### config.mk
export PLATFORM = sky130hd
export DESIGN_NAME = chrseq
export DESIGN_NICKNAME = d
export VERILOG_FILES = /design/src/rtl/chrseq_pkg.sv /design/src/rtl/chrseq_arb.sv /design/src/rtl/chrseq.sv
export SDC_FILE = /design/constraint.sdc
export NUM_CORES = 1
export LEC_CHECK = 0
export CORE_MARGIN = 4
export CORE_UTILIZATION = 39
export DETAILED_ROUTE_END_ITERATION = 12
export HOLD_SLACK_MARGIN = 0.06
export PLACE_DENSITY = 0.85
export SLEW_MARGIN = 10
export SYNTH_ARGS = -nofsm -noshare
export SYNTH_HDL_FRONTEND = slang
export SYNTH_SLANG_ARGS = --single-unit
### constraint.sdc
create_clock -name i_clk -period 1.8 [get_ports i_clk]
set_input_delay 0.36 -clock i_clk [delete_from_list [all_inputs] [get_ports i_clk]]
set_output_delay 0.36 -clock i_clk [all_outputs]
set_load 0.02 [all_outputs]
### src/rtl/chrseq_pkg.sv
// Shared types and constants for the character-address sequencer.
// Holds the fa select encoding, the FSM states and the grant types.
package chrseq_pkg;

    localparam logic [1:0] FA_CLO = 2'b00;
    localparam logic [1:0] FA_CHI = 2'b01;
    localparam logic [1:0] FA_DIR = 2'b10;
    localparam logic [1:0] FA_S   = 2'b11;

    typedef enum logic [2:0] {
        ST_IDLE,
        ST_LAT_LO,
        ST_LAT_HI,
        ST_PH0,
        ST_PH1
    } state_t;

    typedef enum logic [1:0] {
        G_SPR,
        G_FIX,
        G_DIR
    } gtype_t;

    // Grant vector bit order: [0]=spr, [1]=fix, [2]=dir.
    function automatic gtype_t gnt_to_type(logic [2:0] gnt);
        gtype_t t;
        t = G_SPR;
        if (gnt[1]) begin
            t = G_FIX;
        end else if (gnt[2]) begin
            t = G_DIR;
        end
        return t;
    endfunction

    // Select used for the first output phase of a grant.
    function automatic logic [1:0] fa_first(gtype_t g);
        logic [1:0] f;
        case (g)
            G_SPR:   f = FA_CLO;
            G_FIX:   f = FA_S;
            default: f = FA_DIR;
        endcase
        return f;
    endfunction

endpackage

### src/rtl/chrseq_arb.sv
// Three-way round-robin arbiter (spr -> fix -> dir). The search starts at
// the requester after the last one granted; the pointer moves only on i_adv.
module chrseq_arb
    import chrseq_pkg::*;
(
    input  logic       i_clk,
    input  logic       i_rst,
    input  logic [2:0] i_req,
    input  logic       i_adv,
    output logic [2:0] o_gnt
);

    logic [1:0] r_ptr;
    logic [1:0] w_ptr_nx;
    logic [2:0] w_gnt;

    always_comb begin
        w_gnt = 3'b000;
        case (r_ptr)
            2'd1: begin
                if (i_req[1])      w_gnt = 3'b010;
                else if (i_req[2]) w_gnt = 3'b100;
                else if (i_req[0]) w_gnt = 3'b001;
            end
            2'd2: begin
                if (i_req[2])      w_gnt = 3'b100;
                else if (i_req[0]) w_gnt = 3'b001;
                else if (i_req[1]) w_gnt = 3'b010;
            end
            default: begin
                if (i_req[0])      w_gnt = 3'b001;
                else if (i_req[1]) w_gnt = 3'b010;
                else if (i_req[2]) w_gnt = 3'b100;
            end
        endcase
    end

    always_comb begin
        w_ptr_nx = r_ptr;
        if (i_adv) begin
            case (w_gnt)
                3'b001:  w_ptr_nx = 2'd1;
                3'b010:  w_ptr_nx = 2'd2;
                3'b100:  w_ptr_nx = 2'd0;
                default: w_ptr_nx = r_ptr;
            endcase
        end
    end

    always_ff @(posedge i_clk or posedge i_rst) begin
        if (i_rst) begin
            r_ptr <= 2'd0;
        end else begin
            r_ptr <= w_ptr_nx;
        end
    end

    assign o_gnt = w_gnt;

endmodule

### src/rtl/chrseq.sv
// Sequencer for the character-address multiplexer: arbitrates the P bus and
// latch strobes, walks fa through each grant's phases and flags stable f.
module chrseq
    import chrseq_pkg::*;
#(
    parameter int HOLD = 2
) (
    input  logic        i_clk,
    input  logic        i_rst,
    input  logic        i_spr_req,
    input  logic [23:0] i_spr_addr,
    output logic        o_spr_ack,
    input  logic        i_fix_req,
    input  logic [15:0] i_fix_addr,
    output logic        o_fix_ack,
    input  logic        i_dir_req,
    output logic        o_dir_ack,
    output logic [23:0] o_p,
    output logic        o_pck1b,
    output logic        o_pck2b,
    output logic [1:0]  o_fa,
    output logic        o_fvalid,
    output logic        o_busy
);

    localparam int            CW       = (HOLD > 1) ? $clog2(HOLD) : 1;
    localparam logic [CW-1:0] CNT_LAST = CW'(HOLD - 1);

    state_t        r_state;
    state_t        w_state_nx;
    gtype_t        r_gtype;
    gtype_t        w_gtype_nx;
    gtype_t        w_gnt_type;
    logic [CW-1:0] r_cnt;
    logic [CW-1:0] w_cnt_nx;

    logic [2:0]    w_req;
    logic [2:0]    w_gnt;
    logic          w_last_phase;
    logic          w_decide;
    logic          w_take;
    logic [1:0]    w_fa_nx;
    logic          w_in_phase_nx;

    logic [23:0]   r_p;
    logic [1:0]    r_fa;
    logic          r_pck1b;
    logic          r_pck2b;
    logic          r_fvalid;
    logic          r_busy;
    logic          r_spr_ack;
    logic          r_fix_ack;
    logic          r_dir_ack;

    assign w_req = {i_dir_req, i_fix_req, i_spr_req};

    // A new grant can start in IDLE or on the final cycle of the last phase,
    // which lets back-to-back grants run without a gap cycle.
    assign w_last_phase = (r_cnt == CNT_LAST) &&
                          ((r_state == ST_PH1) ||
                           ((r_state == ST_PH0) && (r_gtype != G_SPR)));
    assign w_decide     = (r_state == ST_IDLE) || w_last_phase;
    assign w_take       = w_decide && (w_gnt != 3'b000);
    assign w_gnt_type   = gnt_to_type(w_gnt);

    chrseq_arb u_arb (
        .i_clk (i_clk),
        .i_rst (i_rst),
        .i_req (w_req),
        .i_adv (w_take),
        .o_gnt (w_gnt)
    );

    always_comb begin
        w_state_nx = r_state;
        w_gtype_nx = r_gtype;
        w_cnt_nx   = r_cnt;
        if (w_take) begin
            w_gtype_nx = w_gnt_type;
            w_cnt_nx   = '0;
            w_state_nx = (w_gnt_type == G_DIR) ? ST_PH0 : ST_LAT_LO;
        end else if (w_decide) begin
            w_state_nx = ST_IDLE;
            w_cnt_nx   = '0;
        end else begin
            case (r_state)
                ST_LAT_LO: w_state_nx = ST_LAT_HI;
                ST_LAT_HI: begin
                    w_state_nx = ST_PH0;
                    w_cnt_nx   = '0;
                end
                ST_PH0: begin
                    if (r_cnt != CNT_LAST) begin
                        w_cnt_nx = r_cnt + 1'b1;
                    end else begin
                        w_state_nx = ST_PH1;
                        w_cnt_nx   = '0;
                    end
                end
                ST_PH1:  w_cnt_nx = r_cnt + 1'b1;
                default: w_state_nx = ST_IDLE;
            endcase
        end
    end

    // Outputs are computed from the next state so they stay fully registered;
    // fa keeps its last value outside the phase states to avoid glitches.
    always_comb begin
        w_fa_nx       = r_fa;
        w_in_phase_nx = 1'b0;
        if (w_state_nx == ST_PH0) begin
            w_fa_nx       = fa_first(w_gtype_nx);
            w_in_phase_nx = 1'b1;
        end else if (w_state_nx == ST_PH1) begin
            w_fa_nx       = FA_CHI;
            w_in_phase_nx = 1'b1;
        end
    end

    always_ff @(posedge i_clk or posedge i_rst) begin
        if (i_rst) begin
            r_state   <= ST_IDLE;
            r_gtype   <= G_SPR;
            r_cnt     <= '0;
            r_p       <= 24'h000000;
            r_fa      <= FA_CLO;
            r_pck1b   <= 1'b1;
            r_pck2b   <= 1'b1;
            r_fvalid  <= 1'b0;
            r_busy    <= 1'b0;
            r_spr_ack <= 1'b0;
            r_fix_ack <= 1'b0;
            r_dir_ack <= 1'b0;
        end else begin
            r_state   <= w_state_nx;
            r_gtype   <= w_gtype_nx;
            r_cnt     <= w_cnt_nx;
            r_fa      <= w_fa_nx;
            r_fvalid  <= w_in_phase_nx && (w_cnt_nx == CNT_LAST);
            r_pck1b   <= !((w_state_nx == ST_LAT_LO) && (w_gtype_nx == G_SPR));
            r_pck2b   <= !((w_state_nx == ST_LAT_LO) && (w_gtype_nx == G_FIX));
            r_busy    <= (w_state_nx != ST_IDLE);
            r_spr_ack <= w_take && w_gnt[0];
            r_fix_ack <= w_take && w_gnt[1];
            r_dir_ack <= w_take && w_gnt[2];
            if (w_take && w_gnt[0]) begin
                r_p <= i_spr_addr;
            end else if (w_take && w_gnt[1]) begin
                r_p <= {8'h00, i_fix_addr};
            end
        end
    end

    assign o_p       = r_p;
    assign o_fa      = r_fa;
    assign o_pck1b   = r_pck1b;
    assign o_pck2b   = r_pck2b;
    assign o_fvalid  = r_fvalid;
    assign o_busy    = r_busy;
    assign o_spr_ack = r_spr_ack;
    assign o_fix_ack = r_fix_ack;
    assign o_dir_ack = r_dir_ack;

endmodule

== Yosys cells after proc, flatten, opt, wreduce, memory -nomap -nowiden ==
Index checks and enable logic that the tools add are counted.
Operators by class
  reductions and logical operators: 22
  muxes and demuxes: 30
  add/subtract/negate cells: 1
  equal/unequal tests: 14
Operators by type and width (count)
  $mux 24: 2
  $mux 3: 10
  $mux 2: 7
  $eq 3x2->1 const B: 4
  $pmux 3 s4: 1
  $eq 3x1->1 const B: 3
  $eq 3x3->1 const B: 3
  $logic_and 1x1->1: 9
  $reduce_bool 3->1: 3
  $mux 1: 6
  $pmux 2 s3: 1
  $pmux 3 s2: 1
  $reduce_bool 2->1: 3
  $eq 2x1->1 const B: 2
  $eq 2x2->1 const B: 2
  $pmux 2 s2: 1
  $logic_not 3->1: 1
  $pmux 1 s3: 1
  $logic_not 1->1: 2
  $logic_not 2->1: 1
  $logic_or 1x1->1: 2
  $reduce_and 2->1: 1
  $add 1x1->1 const B: 1
Word-level totals
  word-level logic and storage cells: 80
  output and inout bits: 33
  input bits: 45
  flip-flop bits (word level): 41

== Depth between registers and ports, before layout ==
  depth in word-level cells: 13
  depth in mapped cells: 9

== By module ==
Synthesis repeated with hierarchy kept, for this count alone.
Unflattened totals
  cell total of the unflattened synthesis: 183
  area total of the unflattened synthesis: 1969.4 um^2
Modules (own cells, without submodules)
  chrseq: sequential area each 978.4 um^2, cells each 148, area each 1727.9 um^2, times used 1
  chrseq_arb: sequential area each 50.0 um^2, cells each 35, area each 241.5 um^2, times used 1

== Worst setup path after synthesis ==
Ideal clock, no wire load.
  kind: flip-flop to flip-flop
  from: register u_arb.r_ptr[0]
  to: register r_busy (netlist: o_busy)
  stages on the path, launching flop included: 9
  clock period less this slack: 2.016 ns
  slack: -0.216 ns
  path buffers: 1
  library setup time: 0.131 ns
  data required time: 1.669 ns
  arrival: 1.885 ns
  cell sequence: dfrtp_1 -> inv_1 -> ha_1 -> buf_4 -> and2b_1 -> o31a_1 -> nor3_2 -> or2_1 -> or3_1
On the way
  word-level cells in the longest chain between the ends: 8
Ends and longest elaborated chain
  from (decl): line chrseq_arb.sv:13  | logic [1:0] r_ptr;
  from (signal assigned): line chrseq_arb.sv:54  | r_ptr <= w_ptr_nx;
  $eq 2x2->1 / $eq 2x1->1 (equally long branches): line chrseq_arb.sv:19  | case (r_ptr)
  $pmux 3 s2 (*): line chrseq_arb.sv:19
  $mux 2: line chrseq_pkg.sv:30  | end else if (gnt[2]) begin
  $mux 2: line chrseq_pkg.sv:28  | if (gnt[1]) begin
  $eq 2x2->1: line chrseq.sv:81  | w_state_nx = (w_gnt_type == G_DIR) ? ST_PH0 : ST_LAT_LO;
  $mux 2: line chrseq.sv:81
  $mux 3 (*): line chrseq.sv:78  | if (w_take) begin
  net w_state_nx[1]: line chrseq.sv:30  | state_t w_state_nx;
  $reduce_bool 3->1 (*): line chrseq.sv:142  | r_busy <= (w_state_nx != ST_IDLE);
  to (signal assigned): line chrseq.sv:142
  to (decl): line chrseq.sv:50  | logic r_busy;
Mark *: on every way through the listed nets, which the timed path passes. The rest lies on a longest branch.
A chain may end at the register's enable or synchronous reset.

== Worst setup path in the final report ==
  from: register u_arb.r_ptr[0]
  to: register r_fa[0] (netlist: o_fa[0])
On the way
  word-level cells in the longest chain between the ends: 9
Ends and longest elaborated chain
  $eq 2x2->1 / $eq 2x1->1 (equally long branches): line chrseq_arb.sv:19
  $pmux 3 s2 (*): line chrseq_arb.sv:19
  $mux 2: line chrseq_pkg.sv:30
  $mux 2: line chrseq_pkg.sv:28
  $eq 2x2->1: line chrseq.sv:81
  $mux 2: line chrseq.sv:81
  $mux 3: line chrseq.sv:78
  $eq 3x2->1 / $eq 3x3->1 (equally long branches): line chrseq.sv:111, chrseq.sv:114
  $mux 2 / $reduce_bool 2->1 (equally long branches)
  to (signal assigned): line chrseq.sv:138  | r_fa <= w_fa_nx;
  to (decl): line chrseq.sv:46  | logic [1:0] r_fa;
Every way passes the cells marked *; elsewhere a longest branch is shown, timed or not.

==> flow_summary.json <==
{
  "hp-class": "in2async",
  "layout_common_cells": "76 x clkdlybuf4s50_1, 38 x dfrtp_1, 24 x buf_4, 17 x nand2_1, 14 x o21ai_1",
  "layout.area.seq_mm2": 0.00103,
  "grt.total_usage_pct": 20.9,
  "fillers": 280,
  "diodes": 0,
  "yosysUniqueCellTypes": 47,
  "slew_headroom_pct": 70.1,
  "use_met1_pct": 23.3,
  "synth_enable_flop_cells": 0,
  "cts_max_path_buffers": 2,
  "grt.overflow.total": 0,
  "htreeDepth": 2,
  "grt_max_degree": 42,
  "fin_cells": 375,
  "rows": 25,
  "period_needed_ns": 2.09,
  "multi_input_area_mm2": 0.00107,
  "critPathLaunch": "u_arb.r_ptr[0]",
  "reg2reg_from": "u_arb.r_ptr[0]",
  "hold_slack_ns": 0.422,
  "start_util_pct": 40.5,
  "ys_seq_area_share_pct": 53.8,
  "place_inst": 342,
  "internal-power_mw": 4.25,
  "syn_avg_cell_area_um2": 10.6,
  "path_cells": "inv_2, ha_4, buf_6, or3_4, o31ai_1, o21ai_1, a221o_1, mux2i_1",
  "status": "complete, but fails checks",
  "fin_total_pwr_mw": 7.01,
  "worstMarginPinSlew_ns": 0.445,
  "start_kind": "register",
  "clock-sinks": 41,
  "dp_hpwl_mm": 3.91,
  "synthArstFlopShare_pct": 100,
  "antenna_found_initial": 0,
  "p_sw_mw": 2.76,
  "combPwrFrac_pct": 68.6,
  "crit_type": "reg2reg",
  "peakVddDrop_mv": 0.979,
  "clk-insertion-delay-late_ns": 0.29,
  "hold_viol": 0,
  "synth_nets": 227,
  "ant_nets": 0,
  "drtIter0Drc": 117,
  "fp.coreArea_mm2": 0.00472,
  "slew_violations": 0,
  "violations": "negative setup slack",
  "die_area_mm2": 0.00608,
  "dp_slack_ns": -0.365,
  "rr_endpoint": "o_fa[0]",
  "crit_slowest_cell": "dfrtp_1",
  "synth_area_mm2": 0.00191,
  "path_clk_slew_ns": 0.08,
  "busiest_layer": "met2",
  "final_core_util_pct": 79.6,
  "rsz0062_at_grt": "yes",
  "use_met3_pct": 4.06,
  "ctsHoldBuffers": 0,
  "ys.flop_type": "dfrtp_1",
  "cts_tree": "done",
  "drt-total-wl_mm": 7.11,
  "rrSetupSlack_ns": -0.29,
  "p_leak_nw": 1.65,
  "skew_ns": 0.00762,
  "wl_per_cell_um": 19.0,
  "fp.dieW_um": 78.0,
  "power_density_mw_per_mm2": 1860,
  "nets": 354,
  "period_share_pct": 116,
  "drc": 0,
  "syn_to_final_growth_pct": 96.9,
  "sw_frac_of_total_pct": 39.4,
  "vias": 2020,
  "max_stage_delay_ns": 0.41,
  "synth-seq-cells": 41,
  "numCtsBuffers": 5,
  "cts_root_buf": "clkbuf_8",
  "fin_ws_ns": -0.285,
  "p_clk_share_pct": 8.8,
  "gp_congestion": 0.883,
  "setup-violations-final": 31,
  "r2r_cells": 8,
  "viasPerCell": 5.39,
  "synthCells": 180,
  "use_met2_pct": 38.8,
  "drt_pass1_iterations": 4,
  "ios": 78,
  "cap_violations": 0,
  "grt_pass1_vias": 2100,
  "worstPathRequired_ns": 2.00,
  "cp-end-kind": "register",
  "fmax_mhz": 480,
  "drive_above_1_share_pct": 35.7,
  "crit_path_max_fanout": 4,
  "worstPathArrival_ns": 2.29,
  "portBuffers": 77,
  "synth-warning-count": 0,
  "grt_pass1_wl_mm": 10.1,
  "share_seq_of_total_power_pct": 22.5,
  "die_y_um": 78.0,
  "layout_commonest_cell": "clkdlybuf4s50_1"
}
[how the worst max path moves through the flow]
stage,to,slack [ns],depth (start not counted)
2_1_floorplan,o_busy,-0.20,8
3_3_place_gp,o_busy,-0.31,6
3_5_place_dp,o_fa[1],-0.37,7
4_1_cts,o_fa[1],-0.19,7
5_1_grt,o_fa[0],-0.34,8
6_report,o_fa[0],-0.29,8
[Yosys cell counts (2+ instances only)]
| cell | n | share of area, % |
|---|---|---|
| o21ai_0 | 9 | 2.4 |
| a21oi_1 | 4 | 1.0 |
| ha_1 | 2 | 1.3 |
| or3_1 | 2 | 0.65 |
| buf_4 | 2 | 0.79 |
| and2b_1 | 2 | 0.79 |
| o21ai_1 | 12 | 3.1 |
| nand2_1 | 21 | 4.1 |
| dfstp_2 | 2 | 2.8 |
| clkbuf_1 | 3 | 0.59 |
| o22ai_1 | 14 | 4.6 |
| dfrtp_1 | 39 | 51 |
| nor2_1 | 6 | 1.2 |
| inv_1 | 9 | 1.8 |
| nor2b_1 | 4 | 1.3 |
| a221oi_1 | 2 | 0.92 |
| a21o_1 | 4 | 1.6 |
| mux2_2 | 2 | 1.2 |
| nand2b_1 | 3 | 0.98 |
| buf_2 | 3 | 0.79 |
| a22o_1 | 9 | 4.1 |
[critical path, delay by kind of cell, from the launching register on]
| family | cells | cell delay, ns |
|---|---|---|
| buffers and inverters | 2 | 0.20 |
| and+or+nand+nor | 1 | 0.37 |
| muxes | 1 | 0.16 |
| adders and majority gates | 1 | 0.21 |
| AOI/OAI and AO/OA | 3 | 0.65 |
| DFF | 1 | 0.41 |
[power by group through the flow]
stage / clock [mW] / combinational (mW) / sequential, mW
after detailed placement: 0 / 3.20 / 1.55
after CTS: 0.623 / 3.93 / 1.55
after global placement: 0 / 3.11 / 1.53
after global routing: 0.661 / 5.07 / 1.62
final: 0.619 / 4.81 / 1.58
after floorplan: 0 / 1.47 / 1.90
[final cells by class]
cell class,count,area share [%]
Clock buffer,8,2.40
Inverter,10,0.998
Multi-Input combinational cell,119,28.5
Sequential cell,41,27.4
Tap cell,67,2.23
Timing Repair Buffer,130,38.5
[stage by stage]
stage / cell area (um2) / setup TNS [ns]
2_1_floorplan: 1980 / -0.603
3_3_place_gp: 3010 / -5.02
3_5_place_dp: 3010 / -7.66
4_1_cts: 3470 / -3.96
5_1_grt: 3760 / -6.15
6_report: 3760 / -4.47
[what timing repair did]
| item | 4_1_cts | 5_1_grt |
|---|---|---|
| gates cloned | 4 | 4 |
| endpoints found under the setup margin | 30 | 36 |
| resized for setup | 31 | 46 |
| pin swaps | 9 | 23 |
| buffers inserted | 13 | 6 |
| endpoints found under the hold margin | 0 | 0 |
[layer usage]
layer | vias up | share of wire, %
li1 | 907 | -
met2 | 89 | 54
met1 | 1005 | 38
met3 | 19 | 5.1
met5 | - | 0
met4 | 0 | 2.6
[logic make-up after synthesis]
family	share of synthesized area, %
AND/OR/NAND/NOR	13.3
buffers and inverters	5.50
multiplexers	1.70
XOR/XNOR	0.458
AO/OA/AOI/OAI	23.9
adder cells (fa/ha/maj)	1.31
flip-flops	53.8
[state kept, by name (all words and copies together), names as in the netlist, 2 cells and up]
signal,flops
r_state,3
o_p,24
u_arb.r_ptr,2
r_gtype,2
o_fa,2
Power figures use the tool's default switching activity.
